**src/rtl/mdu_arb_pkg.sv**
```systemverilog
// Shared payload types for the mdu request/result path and a width helper
// used to size requester ids.
package mdu_arb_pkg;

    typedef struct packed {
        logic [2:0]  op;
        logic [31:0] rs1;
        logic [31:0] rs2;
        logic [4:0]  reg_id;
    } mdu_i_t;

    typedef struct packed {
        logic [31:0] result;
        logic [4:0]  reg_id;
    } mdu_o_t;

    typedef struct packed {
        logic [15:0] pc_lo;
        logic [3:0]  rob_id;
    } decode_info_t;

    function automatic int unsigned id_width(input int unsigned n);
        return (n > 1) ? $clog2(n) : 1;
    endfunction

endpackage

```
**src/rtl/mdu_tag_fifo.sv**
```systemverilog
// In-order FIFO of requester ids for requests outstanding inside the mdu.
// DEPTH must be a power of two (>= 2) so the pointers wrap naturally.
module mdu_tag_fifo #(
    parameter int unsigned DEPTH = 4,
    parameter int unsigned WIDTH = 1
) (
    input  logic                     clk,
    input  logic                     rst_n,
    input  logic                     clear,
    input  logic                     push,
    input  logic [WIDTH-1:0]         push_data,
    input  logic                     pop,
    output logic [WIDTH-1:0]         head,
    output logic [$clog2(DEPTH):0]   count,
    output logic                     full,
    output logic                     empty
);

    localparam int unsigned PW = $clog2(DEPTH);
    localparam int unsigned CW = PW + 1;

    logic [WIDTH-1:0] mem [DEPTH];
    logic [PW-1:0]    head_q;
    logic [PW-1:0]    tail_q;
    logic [CW-1:0]    count_q;

    always_ff @(posedge clk) begin
        if (!rst_n || clear) begin
            head_q  <= '0;
            tail_q  <= '0;
            count_q <= '0;
        end else begin
            if (push) tail_q <= tail_q + 1'b1;
            if (pop)  head_q <= head_q + 1'b1;
            count_q <= count_q + CW'(push) - CW'(pop);
        end
    end

    // Storage needs no reset: entries are only read while counted valid.
    always_ff @(posedge clk) begin
        if (push) mem[tail_q] <= push_data;
    end

    assign head  = mem[head_q];
    assign count = count_q;
    assign full  = (count_q == CW'(DEPTH));
    assign empty = (count_q == '0);

endmodule

```
**src/rtl/mdu_arb.sv**
```systemverilog
// Round-robin arbiter sharing one mdu between REQ_COUNT requesters; results
// are routed back to their owner through an in-order tag FIFO.
module mdu_arb
    import mdu_arb_pkg::*;
#(
    parameter int unsigned REQ_COUNT = 2,
    parameter int unsigned TAG_DEPTH = 4
) (
    input  logic                 clk,
    input  logic                 rst_n,
    input  logic                 flush,
    input  logic [REQ_COUNT-1:0] req_valid_i,
    output logic [REQ_COUNT-1:0] req_ready_o,
    input  mdu_i_t               req_i    [REQ_COUNT],
    input  decode_info_t         req_di_i [REQ_COUNT],
    output logic                 mdu_valid_o,
    input  logic                 mdu_ready_i,
    output mdu_i_t               mdu_req_o,
    output decode_info_t         mdu_di_o,
    input  logic                 res_valid_i,
    output logic                 res_ready_o,
    input  mdu_o_t               res_i,
    input  decode_info_t         res_di_i,
    output logic [REQ_COUNT-1:0] rsp_valid_o,
    input  logic [REQ_COUNT-1:0] rsp_ready_i,
    output mdu_o_t               rsp_res_o,
    output decode_info_t         rsp_di_o,
    output logic                 busy_o,
    output logic                 err_o
);

    localparam int unsigned ID_W = id_width(REQ_COUNT);
    localparam int unsigned CW   = $clog2(TAG_DEPTH) + 1;

    typedef logic [ID_W-1:0] mdu_req_id_t;
    localparam mdu_req_id_t LAST_RST = mdu_req_id_t'(REQ_COUNT - 1);

    mdu_req_id_t   last_q;
    logic          lock_q;
    mdu_req_id_t   lock_id_q;
    logic          err_q;

    logic          grant_exists;
    mdu_req_id_t   grant_id;
    logic          issue;
    logic          pop;
    mdu_req_id_t   head_id;
    logic [CW-1:0] tag_count;
    logic          tag_full;
    logic          tag_empty;

    // A held lock pins the grant so the offered payload cannot change under
    // the mdu; otherwise scan from the requester after the last grantee.
    always_comb begin
        int          idx;
        mdu_req_id_t cand;
        grant_exists = 1'b0;
        grant_id     = '0;
        idx          = 0;
        cand         = '0;
        if (lock_q) begin
            grant_exists = 1'b1;
            grant_id     = lock_id_q;
        end else begin
            for (int i = 1; i <= int'(REQ_COUNT); i++) begin
                idx = int'(last_q) + i;
                if (idx >= int'(REQ_COUNT)) idx = idx - int'(REQ_COUNT);
                cand = mdu_req_id_t'(idx);
                if (!grant_exists && req_valid_i[cand]) begin
                    grant_exists = 1'b1;
                    grant_id     = cand;
                end
            end
        end
    end

    assign mdu_valid_o = grant_exists & ~tag_full & ~flush;
    assign issue       = mdu_valid_o & mdu_ready_i;

    always_comb begin
        req_ready_o = '0;
        mdu_req_o   = '0;
        mdu_di_o    = '0;
        if (issue) req_ready_o[grant_id] = 1'b1;
        if (grant_exists) begin
            mdu_req_o = req_i[grant_id];
            mdu_di_o  = req_di_i[grant_id];
        end
    end

    // With no tag outstanding a result has no owner: drain it.
    always_comb begin
        rsp_valid_o = '0;
        res_ready_o = 1'b1;
        if (!tag_empty) begin
            res_ready_o = rsp_ready_i[head_id];
            if (!flush) rsp_valid_o[head_id] = res_valid_i;
        end
    end

    assign pop       = ~tag_empty & res_valid_i & res_ready_o;
    assign rsp_res_o = res_i;
    assign rsp_di_o  = res_di_i;
    assign busy_o    = (tag_count != '0);
    assign err_o     = err_q;

    always_ff @(posedge clk) begin
        if (!rst_n || flush) begin
            last_q    <= LAST_RST;
            lock_q    <= 1'b0;
            lock_id_q <= '0;
        end else if (issue) begin
            last_q <= grant_id;
            lock_q <= 1'b0;
        end else if (mdu_valid_o) begin
            lock_q    <= 1'b1;
            lock_id_q <= grant_id;
        end
    end

    always_ff @(posedge clk) begin
        if (!rst_n) err_q <= 1'b0;
        else if (res_valid_i && tag_empty) err_q <= 1'b1;
    end

    mdu_tag_fifo #(
        .DEPTH (TAG_DEPTH),
        .WIDTH (ID_W)
    ) u_tag_fifo (
        .clk       (clk),
        .rst_n     (rst_n),
        .clear     (flush),
        .push      (issue),
        .push_data (grant_id),
        .pop       (pop),
        .head      (head_id),
        .count     (tag_count),
        .full      (tag_full),
        .empty     (tag_empty)
    );

endmodule

```
**config.mk**
```make
export PLATFORM = sky130hd
export DESIGN_NAME = mdu_arb
export DESIGN_NICKNAME = d
export VERILOG_FILES = /design/src/rtl/mdu_arb_pkg.sv /design/src/rtl/mdu_tag_fifo.sv /design/src/rtl/mdu_arb.sv
export SDC_FILE = /design/constraint.sdc
export NUM_CORES = 1
export LEC_CHECK = 0
export ABC_AREA = 1
export BUFFER_PORTS_ARGS = -buffer_cell sky130_fd_sc_hd__buf_2
export CORE_AREA = 4 4 156 158
export CTS_CLUSTER_SIZE = 14
export DETAILED_ROUTE_END_ITERATION = 7
export DIE_AREA = 0 0 160 162
export PLACE_DENSITY_LB_ADDON = 0.1
export SLEW_MARGIN = 30
export SYNTH_ARGS = -nofsm -noshare
export SYNTH_HDL_FRONTEND = slang
export SYNTH_SLANG_ARGS = --single-unit
```
**constraint.sdc**
```tcl
create_clock -name clk -period 2 [get_ports clk]
set_input_delay 0.2 -clock clk [delete_from_list [all_inputs] [get_ports clk]]
set_output_delay 0.2 -clock clk [all_outputs]
set_load 0.1 [all_outputs]
```
After elaboration in Yosys (flattened, before gate mapping)
Memory sizes are Yosys's and may differ from the RTL's. A register that Yosys moved wholly into a read port is not among the register bits.
Cells that the tools add are included.
Cells by class
  $add $sub $neg: 8
  $lt $le $gt $ge: 9
  eq/ne operators: 1
  mux-type cells: 37
  bitwise logic cells: 11
  reduce and logical (&&, ||, !) cells: 11
Operators with widths (count)
  72-bit two-way mux: 4
  20-bit two-way mux: 4
  1-bit two-way mux: 22
  2-bit two-way mux: 5
  1-bit by 2-bit < comparator with 1-bit output (second input constant): 4
  1-bit bitwise AND: 5
  2-bit by 1-bit adder with 2-bit output (second input constant): 2
  2-bit >= comparator (second input constant): 2
  1-bit logical AND: 4
  1-bit inverter: 4
  1-bit by 2-bit adder with 3-bit output (second input constant): 1
  3-bit by 1-bit adder with 3-bit output: 1
  3-bit == test (second input constant): 1
  3-bit by 2-bit >= comparator with 1-bit output (second input constant): 1
  3-bit logical NOT: 1
  3-bit nonzero test: 1
  3-bit by 1-bit subtractor with 3-bit output: 1
  1-bit by 1-bit adder with 2-bit output (second input constant): 1
  2-bit bitwise AND: 1
  1-bit demux with 1-bit select: 2
  1-bit >= comparator (second input constant): 2
  1-bit logical NOT: 2
  1-bit inverter with 2-bit output: 1
  2-bit AND reduction: 1
  other kinds (3): 4
Storage, ports and cells
  register bits after elaboration: 11
  RAM bits: 4
  input port bits: 250
  word-level logic and storage cells: 85
  memories: 1
Memories
  u_tag_fifo.mem: depth 4, bits a word 1, rd ports 1, clocked after memory_dff 1, wr ports 1, RTL line mdu_tag_fifo.sv:22  | logic [WIDTH-1:0] mem [DEPTH];

Logic depth before layout (Yosys ltp)
  word-level depth: 17
  gate-level depth with buffers: 14
  gate-level depth less buffers: 14

Cells and area by module
From an unflattened synthesis, not the netlist that was laid out.
Unflattened totals
  cell total of the unflattened synthesis: 582
  area total of the unflattened synthesis: 3378.2 sq um
Modules (own cells, without submodules)
  mdu_arb: instances 1, cells an instance 513, area each 2766.4 sq um
  mdu_tag_fifo: instances 1, cells an instance 69, area each 611.8 sq um

Worst setup path after synthesis
OpenSTA, ideal clock, no wires.
  path type: register to register
  start: register u_tag_fifo.count_q[0] (netlist: u_tag_fifo.count[0])
  end: register u_tag_fifo.count_q[2] (netlist: u_tag_fifo.count[2])
  setup time: 0.078 ns
  arrival: 3.647 ns
  required time: 1.922 ns
  setup slack: -1.725 ns
  stages on the path, launching flop included: 12
  buffers on the path: 0
  clock period less this slack: 3.725 ns
  cells stage by stage: dfxtp_1 -> inv_1 -> nand3_1 -> nand3_1 -> nand2_1 -> inv_1 -> ha_1 -> inv_1 -> ha_1 -> fa_1 -> and3_1 -> nor3_1
On the way
  elaborated cells between the ends (all ways): 12
RTL lines
  start, declared: RTL line mdu_tag_fifo.sv:25  | logic [CW-1:0] count_q;
  start signal, assigned: RTL line mdu_tag_fifo.sv:35  | count_q <= count_q + CW'(push) - CW'(pop);
  3-bit logical NOT: RTL line mdu_tag_fifo.sv:47  | assign empty = (count_q == '0);
  1-bit two-way mux: RTL line mdu_arb.sv:95  | if (!tag_empty) begin
  net res_ready_o: RTL line mdu_arb.sv:21  | output logic res_ready_o,
  1-bit bitwise AND: RTL line mdu_arb.sv:101  | assign pop = ~tag_empty & res_valid_i & res_ready_o;
  net pop: RTL line mdu_arb.sv:46  | logic pop;
  3-bit by 1-bit subtractor with 3-bit output: RTL line mdu_tag_fifo.sv:35
The timed path passes the listed nets, and every way through them passes these cells.
A chain may end at the register's enable or synchronous reset.

==> out/results.txt <==
Largest net degree at the start of global routing: 48
Crit path max fanout: 6
Simple-gate share of the synthesized area: 0.364
Root buf cell: clkbuf_16
Clock Tree Buf Depth: 2
Slew Limit Headroom: 0.671
# rows: 56
CTS buffer count: 3
Post-synth top area share: 0.223
DIE HEIGHT: 162 um
RSZ-0062 raised after global routing: yes
VDD IR max: 0.296 mV
Worst skew pair latency: 0.25 ns
Initial Util: 0.119
Share of layout cells above drive strength 1: 0.772
Max-cap violations: 0
Via density: 3.89
DR pass1 iterations: 4
Leakage: 3.14 nW
#FFs+latches synth: 17
Hold Path Class: input pin to register
Initial DRC Count: 108
CP max stage cell: dfxtp_2
CP endpoint kind: output pin
Yosys warning count: 0
Violated checks: negative setup slack
Status: finished, violations left
Total GRT Usage: 0.108
Initial antenna violation count: 0
CP Class: register to output pin
Count leader, synth: nor2_1
Synth Area in Compound Gates: 0.188
Largest family of logic cells by synthesized area: simple AND/OR/NAND/NOR gates
WL per Instance: 17.6 um
Post-synth top cells: 164 x nor2_1, 68 x o21ai_1, 57 x buf_4
Placed Area: 5900 um2
CP startpoint kind: register
Gpl congestion: 0.755
Syn Area/Cell: 5.77 um2
Final hold violations: 0
Routed Antenna Nets: 0
Crit share post-route: 1.01
Fin area: 7140 um2
Post-DP HPWL: 12.7 mm
Slew at the pin closest to its max-slew limit: 0.497 ns
Core ar.: 23100 um2
Post-synthesis sequential area ratio: 0.138
Vias: 4004
Post-synthesis xor/xnor area fraction: 0
Port Buffer Count: 292
Final setup fails: 4
DRC: 0
First-pass GRT wire length: 22.3 mm
Final wirelength: 18.0 mm
CP top delay family: buffers and inverters
Total global routing overflow: 0
Number of enable flip-flop cells after synthesis: 4
Area Overhead vs Synth: 159%
Unique masters post-synth: 24
Full die area: 25900 um2
Syn Nets: 735
Mux cell area share after synthesis: 0
Top cells by area, synth: nor2_1 22%, buf_4 16%, o21ai_1 12%, dfxtp_1 9.4%, nor2_2 8.4%
Most used cell, CP: buf_12
ANT cells: 0
Clock sinks: 17
Setup Skew: 0.000936 ns
Post-synth top flop: dfxtp_1
Die width: 160 um
Crit path arrival time: 1.82 ns
Adder-cell share of the synthesized area: 0.0345
Critical path required time: 1.80 ns
Clock Pin Slew Worst Setup and Hold Paths: 0.05 ns
Final worst slack: -0.0187 ns
Post-Synthesis Cell Area: 2760 um2
Post-Syn Instances: 478
Slew Viols, Final: 0
Nets: 996
Crit-path cells: inv_4 > or2_4 > nand3_4 > buf_12 > buf_12 > clkbuf_16 > o21ai_0 > nor2_2 > buf_12
I/O pin count: 407
Fmax: 0.495 GHz
Max H-tree Level: 1
Crit path time final: 2.02 ns
Buf+Inv Stages, Crit Path: 5
Worst path max stage delay: 0.33 ns
Final core utilization: 0.309
Power per Cell Area: 705 nW/um2
Asr flop ratio synth: 0
Number of global-route vias before repair: 3762
Post-synth top area cell: nor2_1
Hold buffer count at CTS: 0
CTS tree: yes
==> worst min-delay path, delay by kind of cell <==
kind	cells	cell delay, ns
buffers and inverters	2	0.15
AO/OA/AOI/OAI	1	0.04
==> cell usage in the layout (no fill, tap or decap), drive strengths merged <==
cell      Yosys  layout
buf          76     331
nor2        201     201
o21ai        95      95
inv          28      28
nand2        19      19
clkbuf       12      15
dfxtp        13      13
nand3         9       9
a21oi         7       7
ha            6       6
edfxtp        4       4
nor3          2       2
or2           1       1
nand3b        1       1
clkinvlp      0       1
a211oi        1       1
nand4         1       1
and3          1       1
fa            1       1
clkinv        0       1
==> report_power, final <==
group,total (W),switching [W],internal [W]
registers,0.000375,0.00000813,0.000367
clock network,0.000401,0.000134,0.000267
logic,0.00425,0.00272,0.00154
total,0.00503,0.00286,0.00217
==> metrics by stage <==
stage	setup slack [ns]	instances	power, W	TNS (ns)	hold WS [ns]
after floorplan	-0.434	478	0.00329	-0.822	0.332
after global placement	-0.123	992	0.00421	-0.146	0.401
after detailed placement	-0.136	992	0.00419	-0.183	0.401
after CTS	-0.0412	998	0.00462	-0.157	0.187
after global routing	-0.123	1028	0.00524	-1.27	0.214
final	-0.0187	1028	0.00503	-0.0415	0.190
==> final cells by class <==
type	count	area [um2]
Fill cell	2483	16000
Timing Repair Buffer	343	3720
Multi-Input combinational cell	345	2440
Sequential cell	17	387
Tap cell	290	363
Inverter	28	126
Clock buffer	3	75.1
Timing Repair inverter	1	16.3
Clock inverter	1	5.00
==> final timing paths <==
| check | to | from | slack, ns | depth (start not counted) |
|---|---|---|---|---|
| max | mdu_req_o[34] | lock_q$_SDFFE_PP0N_ | -0.02 | 9 |
| min | err_o$_SDFFE_PN0P_ | rst_n | 0.19 | 3 |
| min reg2reg | err_o$_SDFFE_PN0P_ | err_o$_SDFFE_PN0P_ | 0.45 | 2 |
| max reg2reg | u_tag_fifo.count[2]$_SDFF_PP0_ | u_tag_fifo.mem[3]$_DFFE_PP_ | 0 | 12 |
==> routing by layer <==
layer | global-route usage | routed length [um] | part of all wire | vias up
li1 | - | - | - | 1985
met1 | 0.125 | 6820 | 0.38 | 1791
met2 | 0.186 | 9330 | 0.52 | 220
met3 | 0.0561 | 1810 | 0.10 | 8
met4 | 0.0102 | 86 | 0.0048 | 0
met5 | 0 | 0 | 0 | -
==> timing repair <==
item                       4_1_cts  5_1_grt
setup endpoints to repair        9       82
gates cloned                     0       20
setup buffers                    2       11
resized for setup               12      157
pin swaps                        5       41
==> cells by family (layout without fill, tap and decap cells) <==
kind of cell	Yosys count	after routing
adder cells (fa/ha/maj)	7	7
AND/OR/NAND/NOR	235	235
flip-flops	17	17
AO/OA/AOI/OAI	103	103
buffers and inverters	116	376
Power figures use the tool's default switching activity.
